--- src/rtl/display_pkg.sv ---
// Shared types and constants for the display bit-plane datapath.
package display_pkg;

  typedef enum logic [1:0] {
    StLoad,
    StShift,
    StLatch,
    StDisplay
  } state_e;

  localparam int unsigned PIXEL_W = 24;
  localparam int unsigned R_OFS   = 16;
  localparam int unsigned G_OFS   = 8;
  localparam int unsigned B_OFS   = 0;
  localparam int unsigned PLANES  = 8;

endpackage

--- src/rtl/display_line_buffer.sv ---
// One-row pixel store: single write port, synchronous single read port.
module display_line_buffer
  import display_pkg::*;
#(
  parameter int unsigned Depth = 64,
  parameter int unsigned Width = 2 * PIXEL_W,
  parameter int unsigned AddrW = (Depth > 1) ? $clog2(Depth) : 1
) (
  input  logic             clk_i,
  input  logic             we_i,
  input  logic [AddrW-1:0] waddr_i,
  input  logic [Width-1:0] wdata_i,
  input  logic [AddrW-1:0] raddr_i,
  output logic [Width-1:0] rdata_o
);

  logic [Width-1:0] mem_q [Depth];
  logic [Width-1:0] rdata_q;

  always_ff @(posedge clk_i) begin
    if (we_i) begin
      mem_q[waddr_i] <= wdata_i;
    end
    rdata_q <= mem_q[raddr_i];
  end

  assign rdata_o = rdata_q;

endmodule

--- src/rtl/display_bitplane_serializer.sv ---
// Buffers one display row and replays it as MSB-first bit planes with
// binary-coded-modulation display times.
module display_bitplane_serializer
  import display_pkg::*;
#(
  parameter int unsigned segments   = 2,
  parameter int unsigned columns    = 64,
  parameter int unsigned base_ticks = 1
) (
  input  logic                        clk,
  input  logic                        rst_n,
  input  logic [segments*PIXEL_W-1:0] cpixel,
  input  logic                        cpixel_valid,
  output logic                        cpixel_ready,
  output logic [segments*3-1:0]       rgb,
  output logic                        shift,
  output logic                        latch,
  output logic                        oe,
  output logic [2:0]                  plane,
  output logic                        row_done
);

  localparam int unsigned DataW = segments * PIXEL_W;
  localparam int unsigned ColW  = (columns > 1) ? $clog2(columns) : 1;
  localparam int unsigned CntW  = $clog2(base_ticks * 128) + 1;
  localparam logic [ColW-1:0] LastCol = ColW'(columns - 1);

  state_e          state_q, state_d;
  logic [ColW-1:0] col_q, col_d;
  logic [2:0]      plane_q, plane_d;
  logic [CntW-1:0] cnt_q, cnt_d;
  logic            ready_q;
  logic            row_done_q, row_done_d;
  logic            we;
  logic [DataW-1:0] rdata;

  always_comb begin
    state_d    = state_q;
    col_d      = col_q;
    plane_d    = plane_q;
    cnt_d      = cnt_q;
    row_done_d = 1'b0;
    we         = 1'b0;
    unique case (state_q)
      StLoad: begin
        // ready_q keeps the first post-reset cycle from accepting data.
        if (cpixel_valid && ready_q) begin
          we = 1'b1;
          if (col_q == LastCol) begin
            col_d   = '0;
            plane_d = 3'(PLANES - 1);
            state_d = StShift;
          end else begin
            col_d = col_q + ColW'(1);
          end
        end
      end
      StShift: begin
        if (col_q == LastCol) begin
          col_d   = '0;
          state_d = StLatch;
        end else begin
          col_d = col_q + ColW'(1);
        end
      end
      StLatch: begin
        cnt_d   = CntW'((base_ticks << plane_q) - 1);
        state_d = StDisplay;
      end
      StDisplay: begin
        if (cnt_q == '0) begin
          if (plane_q != 3'd0) begin
            plane_d = plane_q - 3'd1;
            state_d = StShift;
          end else begin
            row_done_d = 1'b1;
            state_d    = StLoad;
          end
        end else begin
          cnt_d = cnt_q - CntW'(1);
        end
      end
      default: state_d = StLoad;
    endcase
  end

  always_ff @(posedge clk or negedge rst_n) begin
    if (!rst_n) begin
      state_q    <= StLoad;
      col_q      <= '0;
      plane_q    <= 3'd7;
      cnt_q      <= '0;
      ready_q    <= 1'b0;
      row_done_q <= 1'b0;
    end else begin
      state_q    <= state_d;
      col_q      <= col_d;
      plane_q    <= plane_d;
      cnt_q      <= cnt_d;
      ready_q    <= (state_d == StLoad);
      row_done_q <= row_done_d;
    end
  end

  // Reading at the next column index lines the RAM output up with shift.
  display_line_buffer #(
    .Depth (columns),
    .Width (DataW),
    .AddrW (ColW)
  ) u_line_buffer (
    .clk_i   (clk),
    .we_i    (we),
    .waddr_i (col_q),
    .wdata_i (cpixel),
    .raddr_i (col_d),
    .rdata_o (rdata)
  );

  always_comb begin
    rgb = '0;
    if (state_q == StShift) begin
      for (int s = 0; s < segments; s++) begin
        rgb[3*s]   = rdata[s*PIXEL_W + R_OFS + int'(plane_q)];
        rgb[3*s+1] = rdata[s*PIXEL_W + G_OFS + int'(plane_q)];
        rgb[3*s+2] = rdata[s*PIXEL_W + B_OFS + int'(plane_q)];
      end
    end
  end

  assign cpixel_ready = ready_q;
  assign shift        = (state_q == StShift);
  assign latch        = (state_q == StLatch);
  assign oe           = (state_q == StDisplay);
  assign plane        = plane_q;
  assign row_done     = row_done_q;

endmodule

--- config.mk ---
export PLATFORM = sky130hd
export DESIGN_NAME = display_bitplane_serializer
export DESIGN_NICKNAME = d
export VERILOG_FILES = /design/src/rtl/display_pkg.sv /design/src/rtl/display_line_buffer.sv /design/src/rtl/display_bitplane_serializer.sv
export SDC_FILE = /design/constraint.sdc
export NUM_CORES = 2
export LEC_CHECK = 0
export CAP_MARGIN = 0
export CORE_MARGIN = 4
export CORE_UTILIZATION = 28
export CTS_BUF_LIST = sky130_fd_sc_hd__clkbuf_16
export DETAILED_ROUTE_END_ITERATION = 12
export PLACE_DENSITY = 0.4
export SYNTH_ARGS = -nofsm -noshare
export SYNTH_HDL_FRONTEND = slang
export SYNTH_HIERARCHICAL = 1
export SYNTH_SLANG_ARGS = --single-unit
--- constraint.sdc ---
create_clock -name clk -period 5.12 [get_ports clk]
set_input_delay 1.024 -clock clk [delete_from_list [all_inputs] [get_ports clk]]
set_output_delay 1.024 -clock clk [all_outputs]
set_load 0.01 [all_outputs]
==> qor.yml <==
status:
  status: "complete, no violations"
synth:
  synth_top_area_share_pct: 77.5
  syn_nets: 5226
  synth-edff-count: 3072
  synth_simple_gate_area_share_pct: 1.24
  synth_seq_cells: 3141
  synth.distinct_cells: 63
  synth_top_family_by_area: "multiplexers"
  synth_compound_area_share_pct: 3.28
  synth_cells: 5164
  muxShareOfSynthArea_pct: 15.2
  synth_async_sr_flop_share_pct: 0.669
  yosys.area_share.adder_pct: 0.116
  synth_flop_cell: "edfxtp_1"
  synth_largest_area_cell: "edfxtp_1"
  seq_area_frac_synth_pct: 78.8
  yosysMostFrequentCell: "edfxtp_1"
  avgSynthCellArea_sq_um: 23.0
  synth-xor-area-share_pct: 0.0294
  synthTopCellsByArea: "edfxtp_1, mux4_2, dfxtp_1"
  ys_warn_count: 6
  netlist_area_sq_um: 119000
  synth_common_cells: "edfxtp_1, mux4_2, nor2_1, o22ai_1, clkbuf_1"
pwr:
  powerDensity_nw_per_um2: 377
  swShare_pct: 20.0
  netSwitchingPower_uw: 10600
  internal_power_uw: 42500
  pwr-share-seq_pct: 53.1
  power_frac_clock_pct: 46.2
  leakage_uw: 0.0432
  ir_worst_vdd_mv: 0.252
  pwr-share-comb_pct: 0.7
layout:
  final_layout_size_suffix_gt1_share_pct: 29.9
  nets: 5720
  final_area_sq_um: 141000
  syn2layout_area_growth_pct: 18.4
sta:
  skew_ns: 0.0277
  fin_crit_sh_pct: 95.5
  setup_slack_ns: 0.230
  slew_viol_final: 0
  max_freq_ghz: 0.204
  rsz0062_at_grt: "false"
  hold_violations: 0
  worst_slew_pin_slew_ns: 1.29
  max_slew_margin_pct: 14.1
  min_period_ns: 4.89
  holdWs_ns: 0.426
  setup_viol: 0
worst_setup_path:
  arrival_ns: 3.87
  start_kind: "register"
  required_ns: 4.10
  path_cells: "buf_12, mux4_2, mux2i_1, buf_4, nor2b_1, clkdlybuf4s50_1"
  cp_max_fo: 12
  endpoint_kind: "output port"
  cpMaxStageDelayCell: "mux4_2"
  cp_slowest_stage_delay_ns: 0.68
  worstSetupPathType: "register to output port"
placement:
  hpwlAfterDp_microns: 214000
  globalplace.congestion: 0.748
  port_buffers: 64
  place_area_sq_um: 130000
  post-place-ws_ns: -0.221
detailed_routing:
  drt_first_iter_violations: 5537
  drc: 0
  wl_microns: 376000
  wl_per_cell_microns: 32.4
  via_per_inst: 4.96
  via_count: 57669
  drt_first_pass_iters: 5
  ant_nets: 0
clock_network:
  post_cts_buffers: 0
  cts_resized: 0
  cts_buffers: 348
  clock_latency_ns: 0.96
  htreeDepth: 5
  clk_path_buf_depth: 4
  clock-root-buffer: "clkbuf_16"
  cts_tree: "yes"
  clkTransAtPathRegs_ns: 0.06
  ctsHoldBuffers: 0
  cts_sinks: 3141
global_route:
  grt_pass1_vias: 60190
  grt_antenna_before_repair: 40
  grt_max_degree: 88
  grt_pass1_wl_microns: 515000
  grt_overflow: 0
  grt_usage_pct: 17.0
die:
  start_util_pct: 28.1
  die_y_microns: 660
  dieArea_sq_um: 435000
  core_sq_um: 423000
  num_io_pins: 65
  num_rows: 239
  die_w_microns: 660
run:
  cap_violations: 0
hold_path:
  hp-class: "primary input to async pin"
layout make-up:
| cell class | count | area (sq um) |
|---|---|---|
| Timing Repair Buffer | 435 | 4620 |
| Fill cell | 39970 | 283000 |
| Tap cell | 5663 | 7090 |
| Inverter | 10 | 37.5 |
| Clock buffer | 362 | 9060 |
| Multi-Input combinational cell | 1722 | 24300 |
| Antenna cell | 12 | 30.0 |
| Sequential cell | 3141 | 93700 |
| Clock inverter | 273 | 2080 |
layout by cell type (no fill, tap or decap), types with 32 or more instances in the layout:
cell type,Yosys,routed
nor2_1,147,83
a21oi_1,82,82
buf_2,101,48
a22o_1,58,58
buf_12,0,115
dfxtp_1,48,48
nor2_4,0,64
o22ai_1,122,122
mux4_2,766,766
a22oi_1,75,75
inv_1,10,84
mux2i_1,69,69
clkinv_2,0,56
buf_4,62,256
nand2_1,73,71
clkinv_1,0,89
edfxtp_1,3072,3072
a221oi_1,84,84
clkbuf_16,0,362
a211oi_1,32,32
flip-flops by register name, indices dropped and copies added, names as in the netlist:
register	flops
cpixel_ready	1
u_line_buffer/rdata_o	48
row_done	1
state_q	2
plane	3
u_line_buffer/mem_q	3072
cnt_q	8
col_q	6
worst max-delay path: cells and delay by family, from the launching register on:
kind / cells / cell delay (ns)
and+or+nand+nor: 1 / 0.06
muxes: 2 / 1.10
DFF: 1 / 0.65
buffers and inverters: 3 / 1.03
routing by layer:
layer / GRT usage (%) / wire length, microns / vias to the layer above
met4: 4.41 / 9750 / 2
met2: 28.9 / 187000 / 1408
met3: 1.98 / 14500 / 508
li1: - / - / 23345
met5: 0 / 12 / -
met1: 23.1 / 165000 / 32406
final timing paths:
check	cells past startpoint	endpoint	slack (ns)	from
min reg2reg	1	cnt_q[0]$_DFFE_PN0P_	0.54	cnt_q[0]$_DFFE_PN0P_
max in group asynchronous	2	plane[2]$_DFFE_PN1P_	4.40	rst_n
max	6	rgb[5]	0.23	plane[0]$_DFFE_PN1P_
min in group clk	1	cnt_q[0]$_DFFE_PN0P_	0.54	cnt_q[0]$_DFFE_PN0P_
max reg2reg	13	u_line_buffer/rdata_o[37]$_DFF_P_	0.33	col_q[1]$_DFF_PN0_
min	2	cnt_q[4]$_DFFE_PN0P_	0.43	rst_n
power by group through the flow:
stage	clock (uW)	combinational [uW]	sequential, uW
after global routing	26300	441	28200
after CTS	25300	406	28200
final	24600	390	28200
after detailed placement	0	408	28800
after global placement	0	379	28800
after floorplan	0	0.0108	28700
through the flow:
step / setup TNS, ns / total power, uW / std cells / util (%)
after global routing: 0 / 55000 / 11609 / 33.3
final: 0 / 53200 / 11618 / 33.3
after CTS: 0 / 53900 / 11606 / 33.3
after floorplan: 0 / 28700 / 5164 / -
after global placement: -0.701 / 29100 / 10971 / 30.6
after detailed placement: -0.428 / 29200 / 10971 / 30.6
cells by family after synthesis:
logic type      after synthesis
flops                      3141
mux                         849
compound gates              538
simple gates                320
buf+inv                     301
fa+ha+maj                    11
xor+xnor                      4
Power figures use the tool's default switching activity.
